[src/rtl/teclado_entrada_display.sv]
// Keypad entry buffer: accepts each key press once, builds a 4-digit BCD value, scans a 4-digit 7-seg display.
// Latency: key effect after the accepting edge; enter commits one edge after enter_sync is registered. No backpressure.
module teclado_entrada_display #(
    parameter int REFRESH_DIV    = 4,
    parameter int RELEASE_CYCLES = 8
) (
    input  logic        clk,
    input  logic        rst_n,
    input  logic [4:0]  digito,
    input  logic        cambio_digito,
    input  logic        enter_sync,
    output logic [3:0]  anodo,
    output logic [6:0]  seg,
    output logic [15:0] valor,
    output logic        valor_valid,
    output logic [2:0]  cant
);

    localparam int RW = $clog2(RELEASE_CYCLES + 1);
    localparam int DW = (REFRESH_DIV > 1) ? $clog2(REFRESH_DIV) : 1;

    typedef enum logic {LIBRE, PRESIONADA} estado_t;

    estado_t        estado, estado_sig;
    logic [RW-1:0]  rel_cnt;
    logic           acepta;
    logic           enter_q, enter_prev;
    logic           commit;
    logic [15:0]    buffer;
    logic [DW-1:0]  ref_cnt;
    logic [1:0]     idx;
    logic [3:0]     dig_act;

    always_ff @(posedge clk or negedge rst_n) begin
        if (!rst_n) estado <= LIBRE;
        else        estado <= estado_sig;
    end

    always_comb begin
        estado_sig = estado;
        acepta     = 1'b0;
        case (estado)
            LIBRE: begin
                if (cambio_digito && digito <= 5'h0F) begin
                    acepta     = 1'b1;
                    estado_sig = PRESIONADA;
                end
            end
            PRESIONADA: begin
                if (!cambio_digito && rel_cnt == RW'(RELEASE_CYCLES - 1))
                    estado_sig = LIBRE;
            end
            default: estado_sig = LIBRE;
        endcase
    end

    // Release counter only runs while a press is held; any key activity restarts it.
    always_ff @(posedge clk or negedge rst_n) begin
        if (!rst_n) begin
            rel_cnt <= '0;
        end else if (estado == PRESIONADA && !cambio_digito && estado_sig == PRESIONADA) begin
            rel_cnt <= rel_cnt + RW'(1);
        end else begin
            rel_cnt <= '0;
        end
    end

    always_ff @(posedge clk or negedge rst_n) begin
        if (!rst_n) begin
            enter_q    <= 1'b0;
            enter_prev <= 1'b0;
        end else begin
            enter_q    <= enter_sync;
            enter_prev <= enter_q;
        end
    end

    assign commit = enter_q && !enter_prev && (cant != 3'd0);

    // A commit overrides any key accepted on the same edge.
    always_ff @(posedge clk or negedge rst_n) begin
        if (!rst_n) begin
            buffer      <= '0;
            cant        <= '0;
            valor       <= '0;
            valor_valid <= 1'b0;
        end else begin
            valor_valid <= 1'b0;
            if (commit) begin
                valor       <= buffer;
                valor_valid <= 1'b1;
                buffer      <= '0;
                cant        <= '0;
            end else if (acepta) begin
                if (digito[3:0] <= 4'd9) begin
                    if (cant < 3'd4) begin
                        buffer <= {buffer[11:0], digito[3:0]};
                        cant   <= cant + 3'd1;
                    end
                end else if (digito[3:0] == 4'hE) begin
                    buffer <= '0;
                    cant   <= '0;
                end else if (digito[3:0] == 4'hF) begin
                    if (cant != 3'd0) begin
                        buffer <= {4'h0, buffer[15:4]};
                        cant   <= cant - 3'd1;
                    end
                end
            end
        end
    end

    always_ff @(posedge clk or negedge rst_n) begin
        if (!rst_n) begin
            ref_cnt <= '0;
            idx     <= '0;
        end else if (ref_cnt == DW'(REFRESH_DIV - 1)) begin
            ref_cnt <= '0;
            idx     <= idx + 2'd1;
        end else begin
            ref_cnt <= ref_cnt + DW'(1);
        end
    end

    assign anodo   = ~(4'b0001 << idx);
    assign dig_act = buffer[{idx, 2'b00} +: 4];

    always_comb begin
        seg = 7'h7F;
        if ({1'b0, idx} < cant) begin
            case (dig_act)
                4'd0:    seg = 7'h40;
                4'd1:    seg = 7'h79;
                4'd2:    seg = 7'h24;
                4'd3:    seg = 7'h30;
                4'd4:    seg = 7'h19;
                4'd5:    seg = 7'h12;
                4'd6:    seg = 7'h02;
                4'd7:    seg = 7'h78;
                4'd8:    seg = 7'h00;
                4'd9:    seg = 7'h10;
                default: seg = 7'h7F;
            endcase
        end
    end

endmodule

[config.mk]
export PLATFORM = sky130hd
export DESIGN_NAME = teclado_entrada_display
export DESIGN_NICKNAME = d
export VERILOG_FILES = /design/src/rtl/teclado_entrada_display.sv
export SDC_FILE = /design/constraint.sdc
export NUM_CORES = 1
export LEC_CHECK = 0
export CAP_MARGIN = 10
export CORE_ASPECT_RATIO = 0.75
export CORE_MARGIN = 10
export CORE_UTILIZATION = 54
export DETAILED_ROUTE_END_ITERATION = 12
export GPL_TIMING_DRIVEN = 0
export PLACE_DENSITY = 0.78
export SYNTH_ARGS = -nofsm -noshare
export SYNTH_HDL_FRONTEND = slang
export SYNTH_SLANG_ARGS = --single-unit
[constraint.sdc]
create_clock -name clk -period 3.1 [get_ports clk]
set_clock_uncertainty 0.2 [all_clocks]
set_input_delay 0.93 -clock clk [delete_from_list [all_inputs] [get_ports clk]]
set_output_delay 0.93 -clock clk [all_outputs]
set_load 0.02 [all_outputs]
==> results <==
- Across all setup checks in the final design, the least slack found is -0.197 ns.
- The initial utilization of the core area, before any placement, comes to 56.4%.
- The final layout contains routed wiring with a total length of 5.53 mm.
- The flow ran to the end, but the final reports show violations.
- The count of state elements after synthesis is 47.
- The number of antenna violations at the first check in global routing was 0.
- The total CTS buffers is 5.
- The worst ir drop on vdd is 0.623 mV.
- The number of synthesis warnings is 0.
- The detail route stage leaves a number of antenna-violating nets equal to 0.
- The number of antenna diodes in the final layout is 0.
- The highest metal layer with signal wires is met4.
- In the routed layout, each cell is associated on average with a via count of 5.42.
- The violation count after the first detailed-routing iteration is 92.
- Counting along the longest clock path gives a buffer depth of 2.
- In the finished design, the share of the clock period the worst path needs comes to 106%.
- The largest single stage delay on the critical path is 0.57 ns.
- The root buffer cell chosen for the clock tree is sky130_fd_sc_hd__clkbuf_8.
- Summing all multi-input logic gate instances after layout gives 1270 um2.
- The first TritonRoute pass finished after 4 iterations.
- The final count of hold timing violations is 0.
- In this run the standard cell core region covers 4520 um2.
- The fraction of layout instances using a drive strength above 1 is 21.7%.
- The sequential share of the synthesized area is 46.2%.
- The power consumption is 2.88 mW.
- The overall die area is 7890 um2.
- Clock-pin slew was measured on the worst setup and hold paths at 0.09 ns.
- The worst path arrival time is 2.17 ns.
- The average size of a mapped cell is 10.5 um2.
- The first global-routing pass estimated 9.59 mm of wire.
- Fill cells in the final layout number 357.
- The final reports fail on setup timing.
- In this run, the combinational gates consume 52.8% of the power.
- The number of global-route vias before repair came to 1,957.
- The clock latency on the worst-skew pair is 0.30 ns.
- The slowest cell on the critical path is sky130_fd_sc_hd__mux4_2.
- The worst setup slack after placement is -0.734 ns.
- The detailed-routed wire length on met2 is 2.45 mm.
- The count of flip-flops with a built-in enable after synthesis is 0.
- Setup repair after global routing could not meet its margin everywhere.
- Traced cell by cell, the critical path runs through buf_8 -> mux4_2 -> ha_2 -> inv_1 -> nor3_1 -> or2_2 -> buf_4.
- The maximum clock frequency is 303 MHz.
- The total overflow reported by the global router is 0.
- The number of remaining DRC errors is 0.
- The area taken by flip-flops and latches is 1180 um2.
- The area growth from synthesis to layout is 26.2%.
- The number of different library cells used by synthesis comes to 44.
- The routed length per placed instance is 15.7 um.
- The worst setup path is captured at a primary output.
- Of all cell types, the one taking the most synthesized area is sky130_fd_sc_hd__dfrtp_1.
- The post-DP HPWL is 3.96 mm.
- The path class of the tightest hold or removal check is flip-flop to flip-flop.
- TritonCTS built the clock tree.
- The count of boundary I/O pins is 40.
- Setup violations remaining at the end of the flow were counted as 7.
- The leakage power figure is 1.49 nW.
- The sequential cell fraction of total power is 33.9%.
- The transition at the pin with the smallest max-transition slack is 0.665 ns.
- For this design, the CTS-stage hold fixing added 0 buffers.
- The top fanout value on the critical path is 5.
- The number of pins exceeding their max-slew limit in the final report was 0.
- The power density over the cells is 894 nW/um2.
- The final-stage net count is 318.
- The H-tree was split into 2 levels.
- On the final layout, the worst hold slack is 0.180 ns.
- The start point of the critical path is idx[0]$_DFFE_PN0P_.
- The share of power burned in the clock network is 13.3%.
- The overall track demand over capacity in global routing is 14.8%.
- The share of Yosys cell area claimed by the top area cell type is 46.2%.
- The most instantiated flip-flop cell in the synthesis netlist is sky130_fd_sc_hd__dfrtp_1.
- Yosys attributes the largest share of cell area to sky130_fd_sc_hd__dfrtp_1 46%, sky130_fd_sc_hd__ha_1 7.4%, sky130_fd_sc_hd__nand2_1 6.5%, sky130_fd_sc_hd__mux2i_1 4.3%, sky130_fd_sc_hd__mux2_2 3.5%.
- Entering global routing, the biggest net connects 35 pins.
- The number of standard cells after synthesis is 243.
- The family with the most delay on the worst path is multiplexers.
- The startpoint identified for the worst register-to-register timing path is cant[0]$_DFFE_PN0P_.
- The total of buffers placed on input and output ports is 37.
- Across all layers, the routed design uses 1,907 vias.
- The startpoint kind of the worst setup timing path is a flip-flop.
- The worst max-slew margin expressed relative to the limit is 55.6%.
- The required arrival time at the worst endpoint is 1.97 ns.
- The count of buffering cells on the critical path with inverters included is 3.
- In the detailed route, the total length drawn on met3 is 427 um.
- The wire length the detailed router placed on met1 is 2.59 mm.
- The startpoint identified for the worst hold timing path is enter_q$_DFF_PN0_.
- The tool flagged a number of max-cap violations equal to 0.
- In this run the horizontal extent of the chip is 99.3 um.
- The switching power summed over all nets is 1.17 mW.
- The category of the most critical setup path is flip-flop to primary output.
- The congestion estimate from routability-driven global placement came to 0.796.
- The mapped netlist covers 2550 um2.
- The fraction of registers with async set or reset after synthesis is 100%.
- The switching share of power is 40.8%.
- Counting every sink on the clock net gives 47.
- Counting every net in the synthesized netlist gives 267.
- In this run the core area contains 21 standard-cell rows.
- The clock period minus final worst setup slack is 3.30 ns.
- The die is 79.5 um tall.
- In the final timing run, aggregate negative setup slack is -1.04 ns.
- The cell-internal power is 1.70 mW.
-- cell families after synthesis --
logic type / share of synthesized area, %
AND/OR/NAND/NOR: 12.2
AO/OA/AOI/OAI: 13.3
flip-flops: 46.2
buffers and inverters: 6.34
multiplexers: 12.6
adder cells (fa/ha/maj): 7.37
XOR/XNOR: 2.06
-- per-stage QoR --
stage | cell area, um2 | utilization, % | instances
after global routing | 3210 | 71.1 | 352
after detailed placement | 3010 | 66.6 | 338
after floorplan | 2550 | - | 243
after CTS | 3190 | 70.5 | 352
after global placement | 2990 | 66.2 | 337
final | 3210 | 71.1 | 352
-- cell type report --
class / instances / area share, %
Sequential cell: 47 / 36.6
Multi-Input combinational cell: 162 / 39.4
Clock inverter: 3 / 0.740
Buffer: 10 / 2.57
Inverter: 22 / 2.65
Timing Repair Buffer: 46 / 13.7
Tap cell: 57 / 2.22
Clock buffer: 5 / 2.14
-- cell usage after synthesis (all sizes together) (2+ instances only) --
cell / instances
nor2: 4
a21oi: 6
nor3: 5
o22ai: 2
mux2: 10
mux2i: 11
a22o: 7
inv: 22
xnor2: 2
o21ai: 14
a211oi: 3
xor2: 4
nor2b: 3
nand2b: 4
nand2: 45
dfrtp: 47
o21bai: 3
mux4: 4
clkbuf: 6
o21a: 2
nand3b: 2
ha: 15
buf: 6
-- power groups by stage --
stage | Combinational (mW) | Clock (mW) | Sequential, mW
finish | 1.52 | 0.383 | 0.975
global route | 1.67 | 0.413 | 1.00
CTS | 1.48 | 0.388 | 0.971
detailed placement | 1.43 | 0 | 0.983
global placement | 1.40 | 0 | 0.979
floorplan | 0.763 | 0 | 1.07
-- layout by cell type (no fill, tap or decap), types with 3 or more instances in the layout --
cell type / synthesis / layout
sky130_fd_sc_hd__dfrtp_1: 47 / 46
sky130_fd_sc_hd__xor2_1: 4 / 4
sky130_fd_sc_hd__nor2b_1: 3 / 3
sky130_fd_sc_hd__buf_6: 2 / 5
sky130_fd_sc_hd__nor3_1: 5 / 4
sky130_fd_sc_hd__o21ai_1: 0 / 4
sky130_fd_sc_hd__o21ai_0: 14 / 10
sky130_fd_sc_hd__mux2_2: 8 / 8
sky130_fd_sc_hd__clkdlybuf4s50_1: 0 / 29
sky130_fd_sc_hd__clkbuf_8: 0 / 5
sky130_fd_sc_hd__clkbuf_1: 6 / 3
sky130_fd_sc_hd__mux4_2: 4 / 4
sky130_fd_sc_hd__ha_2: 0 / 3
sky130_fd_sc_hd__a22o_1: 7 / 7
sky130_fd_sc_hd__ha_1: 15 / 11
sky130_fd_sc_hd__nor2_1: 4 / 4
sky130_fd_sc_hd__a21oi_1: 6 / 5
sky130_fd_sc_hd__nand2_1: 44 / 44
sky130_fd_sc_hd__nand2b_1: 4 / 3
sky130_fd_sc_hd__buf_2: 2 / 3
sky130_fd_sc_hd__buf_4: 0 / 12
sky130_fd_sc_hd__inv_1: 22 / 19
sky130_fd_sc_hd__mux2i_1: 11 / 11
-- routing by layer --
metal	vias up	track usage [%]
li1	929	-
met1	928	18.9
met2	44	22.7
met3	6	5.88
met4	0	4.14
met5	-	0
-- final timing paths --
kind                                          endpoint  slack (ns)  cells past startpoint
min in group asynchronous         valor[8]$_DFFE_PN0P_        0.31                      1
worst min register to register    enter_prev$_DFF_PN0_        0.18                      0
max in group asynchronous           idx[1]$_DFFE_PN0P_        1.89                      2
worst max-delay path                            seg[2]       -0.20                      7
worst min-delay path              enter_prev$_DFF_PN0_        0.18                      0
worst max register to register  buffer[10]$_DFFE_PN0P_        0.48                      7
-- what timing repair did --
action                                  in CTS  in global routing
pin swaps                                    5                  1
gates cloned                                 0                  0
endpoints found under the setup margin      12                  9
gates resized for setup                     54                  9
setup buffers                                8                  0
-- state kept, by name, summed over array words and instances (netlist names) --
signal	count
estado	1
cant	3
valor_valid	1
enter_q	1
valor	16
ref_cnt	2
enter_prev	1
buffer	16
rel_cnt	4
idx	2
-- worst register-to-register path, delay by kind of cell, from the launching register on --
kind,cells,cell delay [ns]
buffers and inverters,2,0.33
adders and majority gates,1,0.21
AOI/OAI and AO/OA,1,0.65
muxes,1,0.30
and+or+nand+nor,2,0.40
DFF,1,0.43
No activity file was read; power rests on OpenSTA's default activity.
==> RTL edit 1, RTL diff (same settings) <==
`REFRESH_DIV`: 4 -> 8.
--- a/src/rtl/teclado_entrada_display.sv
+++ b/src/rtl/teclado_entrada_display.sv
@@ -2,5 +2,5 @@
 // Latency: key effect after the accepting edge; enter commits one edge after enter_sync is registered. No backpressure.
 module teclado_entrada_display #(
-    parameter int REFRESH_DIV    = 4,
+    parameter int REFRESH_DIV    = 8,
     parameter int RELEASE_CYCLES = 8
 ) (
Formal check against the unedited RTL: not equivalent (Yosys sat finds a counterexample within 10 cycles, from zero or initial values and one cycle with rst_n low).
==> RTL edit 1 against the original RTL <==
  * The flow still finishes with violations (setup timing)
  * Largest power group unchanged
  * Worst hold slack better by 0.043 ns
  * First-iteration DRC count up 23%
  * Register-to-register slack better by 0.34 ns
  * Highest routed layer unchanged
  * Cell area up 1.8%
  * Wire length up 9.8%
  * Sequential power down 0.9%
  * Setup slack worse by 0.018 ns
  * Non-clock buffer count up 3
  * Critical path type unchanged
  * Sequential share of layout area up 0.068 points
  * Sequential cell count up 1
  * Power down 9.7%
  * Synthesized area up 2.2%
  * Count of clock-buffer cells in the layout unchanged
==> RTL edit 1: results (changes against the original RTL) <==
dp_hpwl_mm: 4.32  # was 3.96 mm
grt_usage_pct: 15.5  # was 14.8%
seq_area_frac_synth_pct: 46.1  # was 46.2%
grt_pass1_vias: 2071  # was 1957
violations: "setup timing"  # unchanged
finalSetupViolations: 7  # unchanged
grt_start_max_net_pins: 41  # was 35
tightestPinTransition_ns: 0.892  # was 0.665 ns
fin_ws_ns: -0.215  # was -0.197 ns
placed_area_um2: 3060  # was 3010 um2
drtPass1Iterations: 4  # unchanged
synthTopCellsByArea: "dfrtp_1 46%, ha_1 7.7%, nand2_1 7.1%"  # was dfrtp_1 46%, ha_1 7.4%, nand2_1 6.5%
nNetsFinal: 336  # was 318
max_stage_delay_ns: 0.60  # was 0.57 ns
grt_pass1_wl_mm: 10.2  # was 9.59 mm
drive_gt1_share_pct: 21.2  # was 21.7%
status: "finished, violations left"  # unchanged
fin_cells: 369  # was 352
syn-num-nets: 282  # was 267
ys_top_cells_by_count: "49 x nand2_1, 48 x dfrtp_1, 25 x inv_1"  # was 47 x dfrtp_1, 44 x nand2_1, 22 x inv_1
p_leak_nw: 1.57  # was 1.49 nW
gp_congestion: 0.846  # was 0.796
ir_drop_v: 0.000540  # was 0.000623 V
worstPathMaxFanout: 6  # was 5
wl_per_cell_um: 16.4  # was 15.7 um
synth.distinct_cells: 43  # was 44
dp_cells: 352  # was 338
avgSynthCellArea_um2: 10.1  # was 10.5 um2
setup_tns_ns: -1.29  # was -1.04 ns
[RTL edit 1: logic make-up (layout without fill, tap and decap cells)]
family,after synthesis,count (layout),share of synthesized area [%]
XOR/XNOR,5,5,1.68
buffers and inverters,37,92,6.44
multiplexers,22,22,11.3
adder cells (fa/ha/maj),16,16,7.69
flip-flops,48,48,46.1
AO/OA/AOI/OAI,48,48,12.8
AND/OR/NAND/NOR,81,81,13.9
[RTL edit 1: per-stage QoR]
stage | utilization (%) | setup WS, ns
3_3_place_gp | 66.6 | -0.433
3_5_place_dp | 66.9 | -0.496
2_1_floorplan | - | 0.0794
6_report | 71.6 | -0.215
5_1_grt | 71.6 | -0.307
4_1_cts | 70.3 | -0.227
[RTL edit 1: layout make-up]
class	instances	area, um2
Fill cell	343	1300
Multi-Input combinational cell	172	1290
Sequential cell	48	1200
Timing Repair Buffer	48	452
Inverter	25	96.3
Buffer	11	72.6
Tap cell	57	71.3
Clock buffer	5	68.8
Clock inverter	3	18.8
[RTL edit 1: timing repair]
action | 4_1_cts | 5_1_grt
gates resized for setup | 50 | 6
pin swaps | 2 | 3
setup endpoints to repair | 7 | 7
setup buffers | 5 | 5
[RTL edit 1: worst paths after layout]
path	slack, ns	from	end	cells past startpoint
setup / recovery	-0.21	idx[0]$_DFFE_PN0P_	seg[6]	7
hold / removal	0.22	enter_q$_DFF_PN0_	enter_prev$_DFF_PN0_	0
setup reg to reg	0.82	cant[0]$_DFFE_PN0P_	valor[12]$_DFFE_PN0P_	7
hold reg to reg	0.22	enter_q$_DFF_PN0_	enter_prev$_DFF_PN0_	0
max in group asynchronous	1.96	rst_n	valor[10]$_DFFE_PN0P_	2
min in group asynchronous	0.27	rst_n	enter_prev$_DFF_PN0_	1
[RTL edit 1: layer usage]
metal,track usage (%),vias up,share of wire [%]
met5,0,-,0
met4,4.23,0,1.7
met3,5.05,12,8.2
met2,23.5,68,45
met1,20.8,987,45
li1,-,984,-
[RTL edit 1: where the power goes]
| part | total, mW | switching [mW] | internal, mW |
|---|---|---|---|
| registers | 0.966 | 0.157 | 0.809 |
| logic | 1.26 | 0.656 | 0.603 |
| clock network | 0.371 | 0.214 | 0.157 |
| total | 2.60 | 1.03 | 1.57 |
==> RTL edit 2, RTL diff (same flow settings) <==
Without the edit above. Register the inputs `digito`, `cambio_digito` and `enter_sync` before use. The logic sees them one clock later. Comments in the files are not updated.
--- a/src/rtl/teclado_entrada_display.sv
+++ b/src/rtl/teclado_entrada_display.sv
@@ -22,4 +22,14 @@
     typedef enum logic {LIBRE, PRESIONADA} estado_t;
 
+    logic [4:0] digito_q;
+    logic cambio_digito_q;
+    logic enter_sync_q;
+
+    always_ff @(posedge clk) begin
+        digito_q        <= digito;
+        cambio_digito_q <= cambio_digito;
+        enter_sync_q    <= enter_sync;
+    end
+
     estado_t        estado, estado_sig;
     logic [RW-1:0]  rel_cnt;
@@ -42,5 +52,5 @@
         case (estado)
             LIBRE: begin
-                if (cambio_digito && digito <= 5'h0F) begin
+                if (cambio_digito_q && digito_q <= 5'h0F) begin
                     acepta     = 1'b1;
                     estado_sig = PRESIONADA;
@@ -48,5 +58,5 @@
             end
             PRESIONADA: begin
-                if (!cambio_digito && rel_cnt == RW'(RELEASE_CYCLES - 1))
+                if (!cambio_digito_q && rel_cnt == RW'(RELEASE_CYCLES - 1))
                     estado_sig = LIBRE;
             end
@@ -59,5 +69,5 @@
         if (!rst_n) begin
             rel_cnt <= '0;
-        end else if (estado == PRESIONADA && !cambio_digito && estado_sig == PRESIONADA) begin
+        end else if (estado == PRESIONADA && !cambio_digito_q && estado_sig == PRESIONADA) begin
             rel_cnt <= rel_cnt + RW'(1);
         end else begin
@@ -71,5 +81,5 @@
             enter_prev <= 1'b0;
         end else begin
-            enter_q    <= enter_sync;
+            enter_q    <= enter_sync_q;
             enter_prev <= enter_q;
         end
@@ -93,13 +103,13 @@
                 cant        <= '0;
             end else if (acepta) begin
-                if (digito[3:0] <= 4'd9) begin
+                if (digito_q[3:0] <= 4'd9) begin
                     if (cant < 3'd4) begin
-                        buffer <= {buffer[11:0], digito[3:0]};
+                        buffer <= {buffer[11:0], digito_q[3:0]};
                         cant   <= cant + 3'd1;
                     end
-                end else if (digito[3:0] == 4'hE) begin
+                end else if (digito_q[3:0] == 4'hE) begin
                     buffer <= '0;
                     cant   <= '0;
-                end else if (digito[3:0] == 4'hF) begin
+                end else if (digito_q[3:0] == 4'hF) begin
                     if (cant != 3'd0) begin
                         buffer <= {4'h0, buffer[15:4]};
Function: changed (Yosys sat finds a counterexample within 4 cycles, from zero or initial values and one cycle with rst_n low).
==> RTL edit 2 against the original RTL <==
  * The flow still finishes with violations (setup timing)
  * Cell count is 9.1% higher
  * Cell area is 7.0% higher
  * First-iteration DRC count is 130% higher
  * Synthesized cell count is 9.5% higher
  * Power is 7.0% lower
  * Fmax is 0.39% lower
  * Sequential cell count is 7 higher
  * Largest power group unchanged
  * Wire length is 11% higher
  * Synthesized area is 7.6% higher
  * Highest routed layer unchanged
  * Clock power is 4% higher
  * Setup slack worse by 0.013 ns
==> RTL edit 2: results (changes against the original RTL) <==
pre_cts_slack_ns: -0.546  # was -0.734 ns
worstPathMaxFanout: 5  # unchanged
drtPass1Iterations: 4  # unchanged
vias: 2102  # was 1907
min_from: "enter_sync_q$_DFF_P_"  # was enter_q$_DFF_PN0_
synthArstFlopShare_pct: 87.0  # was 100%
numCtsBuffers: 5  # unchanged
io_buffers: 39  # was 37
drive_gt1_share_pct: 20.7  # was 21.7%
gp_congestion: 0.864  # was 0.796
p_leak_nw: 1.60  # was 1.49 nW
ys.warnings.count: 0  # unchanged
synth.distinct_cells: 44  # unchanged
max_stage_delay_ns: 0.59  # was 0.57 ns
fin_ws_ns: -0.210  # was -0.197 ns
antenna-diode-count: 0  # unchanged
nNetsFinal: 347  # was 318
gr-total-overflow: 0  # unchanged
r2r-end: "valor[9]$_DFFE_PN0P_"  # was buffer[10]$_DFFE_PN0P_
ir_drop_v: 0.000449  # was 0.000623 V
cts_root_buffer: "clkbuf_8"  # unchanged
top_regs: "buffer x16, valor x16, digito_q x5"  # was buffer x16, valor x16, rel_cnt x4
reg2reg_depth: 9  # was 7
slew-limit-headroom_pct: 53.7  # was 55.6%
violations: "setup timing"  # unchanged
grt_start_max_net_pins: 38  # was 35
drt_iter0_markers: 214  # was 92
cpLargestDelayFamily: "multiplexers"  # unchanged
holdPathEnd: "enter_q$_DFF_PN0_"  # was enter_prev$_DFF_PN0_
clk_path_buf_depth: 2  # unchanged
holdPathStages: 0  # unchanged
syn-num-nets: 290  # was 267
hp-class: "flop to flop"  # unchanged
grt_usage_pct: 15.1  # was 14.8%
ys_top_cells_by_count: "55 x nand2_1, 47 x dfrtp_1, 21 x inv_1"  # was 47 x dfrtp_1, 44 x nand2_1, 22 x inv_1
finalSetupViolations: 7  # unchanged
critical_path_arrival_ns: 2.18
fillers: 375  # was 357
dp_hpwl_mm: 4.27  # was 3.96 mm
grt_pass1_wl_mm: 10.1  # was 9.59 mm
status: "finished, violations left"  # unchanged
slowest_stage: "mux4_2"  # unchanged
wl_mm: 6.13  # was 5.53 mm
reg2reg_setup_slack_ns: 0.81  # was 0.48 ns
rr_startpoint: "cant[0]$_DFFE_PN0P_"  # unchanged
antenna_found_initial: 0  # unchanged
synthTopCellsByArea: "dfrtp_1 43%, nand2_1 7.5%, ha_1 6.8%"  # was dfrtp_1 46%, ha_1 7.4%, nand2_1 6.5%
yosys.area.top_type: "dfrtp_1"  # unchanged
clock_latency_ns: 0.31
seq_area_frac_synth_pct: 48.0  # was 46.2%
cts.clk_slew.worst_paths_ns: 0.09  # about the same
htree_levels: 2  # unchanged
## RTL edit 2: metal layers
metal	routed length, um	track usage [%]
met1	2690	19.2
met4	100	5.34
met5	0	0
met2	2790	23.6
met3	551	5.20
## RTL edit 2: kinds of logic (layout without fill, tap and decap cells)
| family | after synthesis | count (layout) | synth area share (%) |
|---|---|---|---|
| buffers and inverters | 35 | 93 | 6.39 |
| DFF | 54 | 54 | 48.0 |
| muxes | 24 | 24 | 11.6 |
| and+or+nand+nor | 88 | 88 | 14.5 |
| adders and majority gates | 15 | 15 | 6.85 |
| xor gates and xnor gates | 6 | 6 | 1.92 |
| AOI/OAI and AO/OA | 44 | 44 | 10.7 |
## RTL edit 2: cell type report
cell class | count | area [um2] | area share [%]
sequential | 54 | 1320 | 38.3
buffer | 12 | 92.6 | 2.69
multi-input combinational | 177 | 1300 | 37.8
timing repair buffer | 52 | 479 | 13.9
tap | 60 | 75.1 | 2.18
clock buffer | 7 | 86.3 | 2.51
clock inverter | 1 | 5.00 | 0.146
inverter | 21 | 83.8 | 2.44
## RTL edit 2: report_power, final
group | internal, mW | leakage, nW | switching, mW | total, mW
Clock | 0.181 | 0.0482 | 0.219 | 0.399
Sequential | 0.856 | 0.685 | 0.128 | 0.984
Combinational | 0.609 | 0.862 | 0.680 | 1.29
Total | 1.65 | 1.60 | 1.03 | 2.67
## RTL edit 2: worst max path at each step
stage	start	cells past startpoint	slack (ns)	to
2_1_floorplan	idx[0]$_DFFE_PN0P_	6	0.02	seg[4]
3_3_place_gp	idx[0]$_DFFE_PN0P_	8	-0.54	seg[3]
3_5_place_dp	idx[0]$_DFFE_PN0P_	8	-0.55	seg[3]
4_1_cts	idx[0]$_DFFE_PN0P_	9	-0.19	seg[4]
5_1_grt	idx[0]$_DFFE_PN0P_	8	-0.37	seg[4]
6_report	idx[0]$_DFFE_PN0P_	7	-0.21	seg[0]
## RTL edit 2: stage by stage
stage	instance area, um2	setup TNS (ns)	instances	hold WS [ns]
3_5_place_dp	3230	-3.24	366	0.124
5_1_grt	3440	-2.15	384	0.142
2_1_floorplan	2750	0	266	0.116
3_3_place_gp	3210	-22.18	365	0.120
4_1_cts	3390	-0.999	380	0.136
6_report	3440	-1.36	384	0.134
## RTL edit 2: timing repair
| item | in CTS | in global routing |
|---|---|---|
| cloned | 0 | 0 |
| endpoints found under the hold margin | 0 | 0 |
| hold buffers | 0 | 0 |
| endpoints found under the setup margin | 7 | 7 |
| gates resized for setup | 49 | 8 |
| buffers inserted | 8 | 4 |
| pin swaps | 5 | 4 |
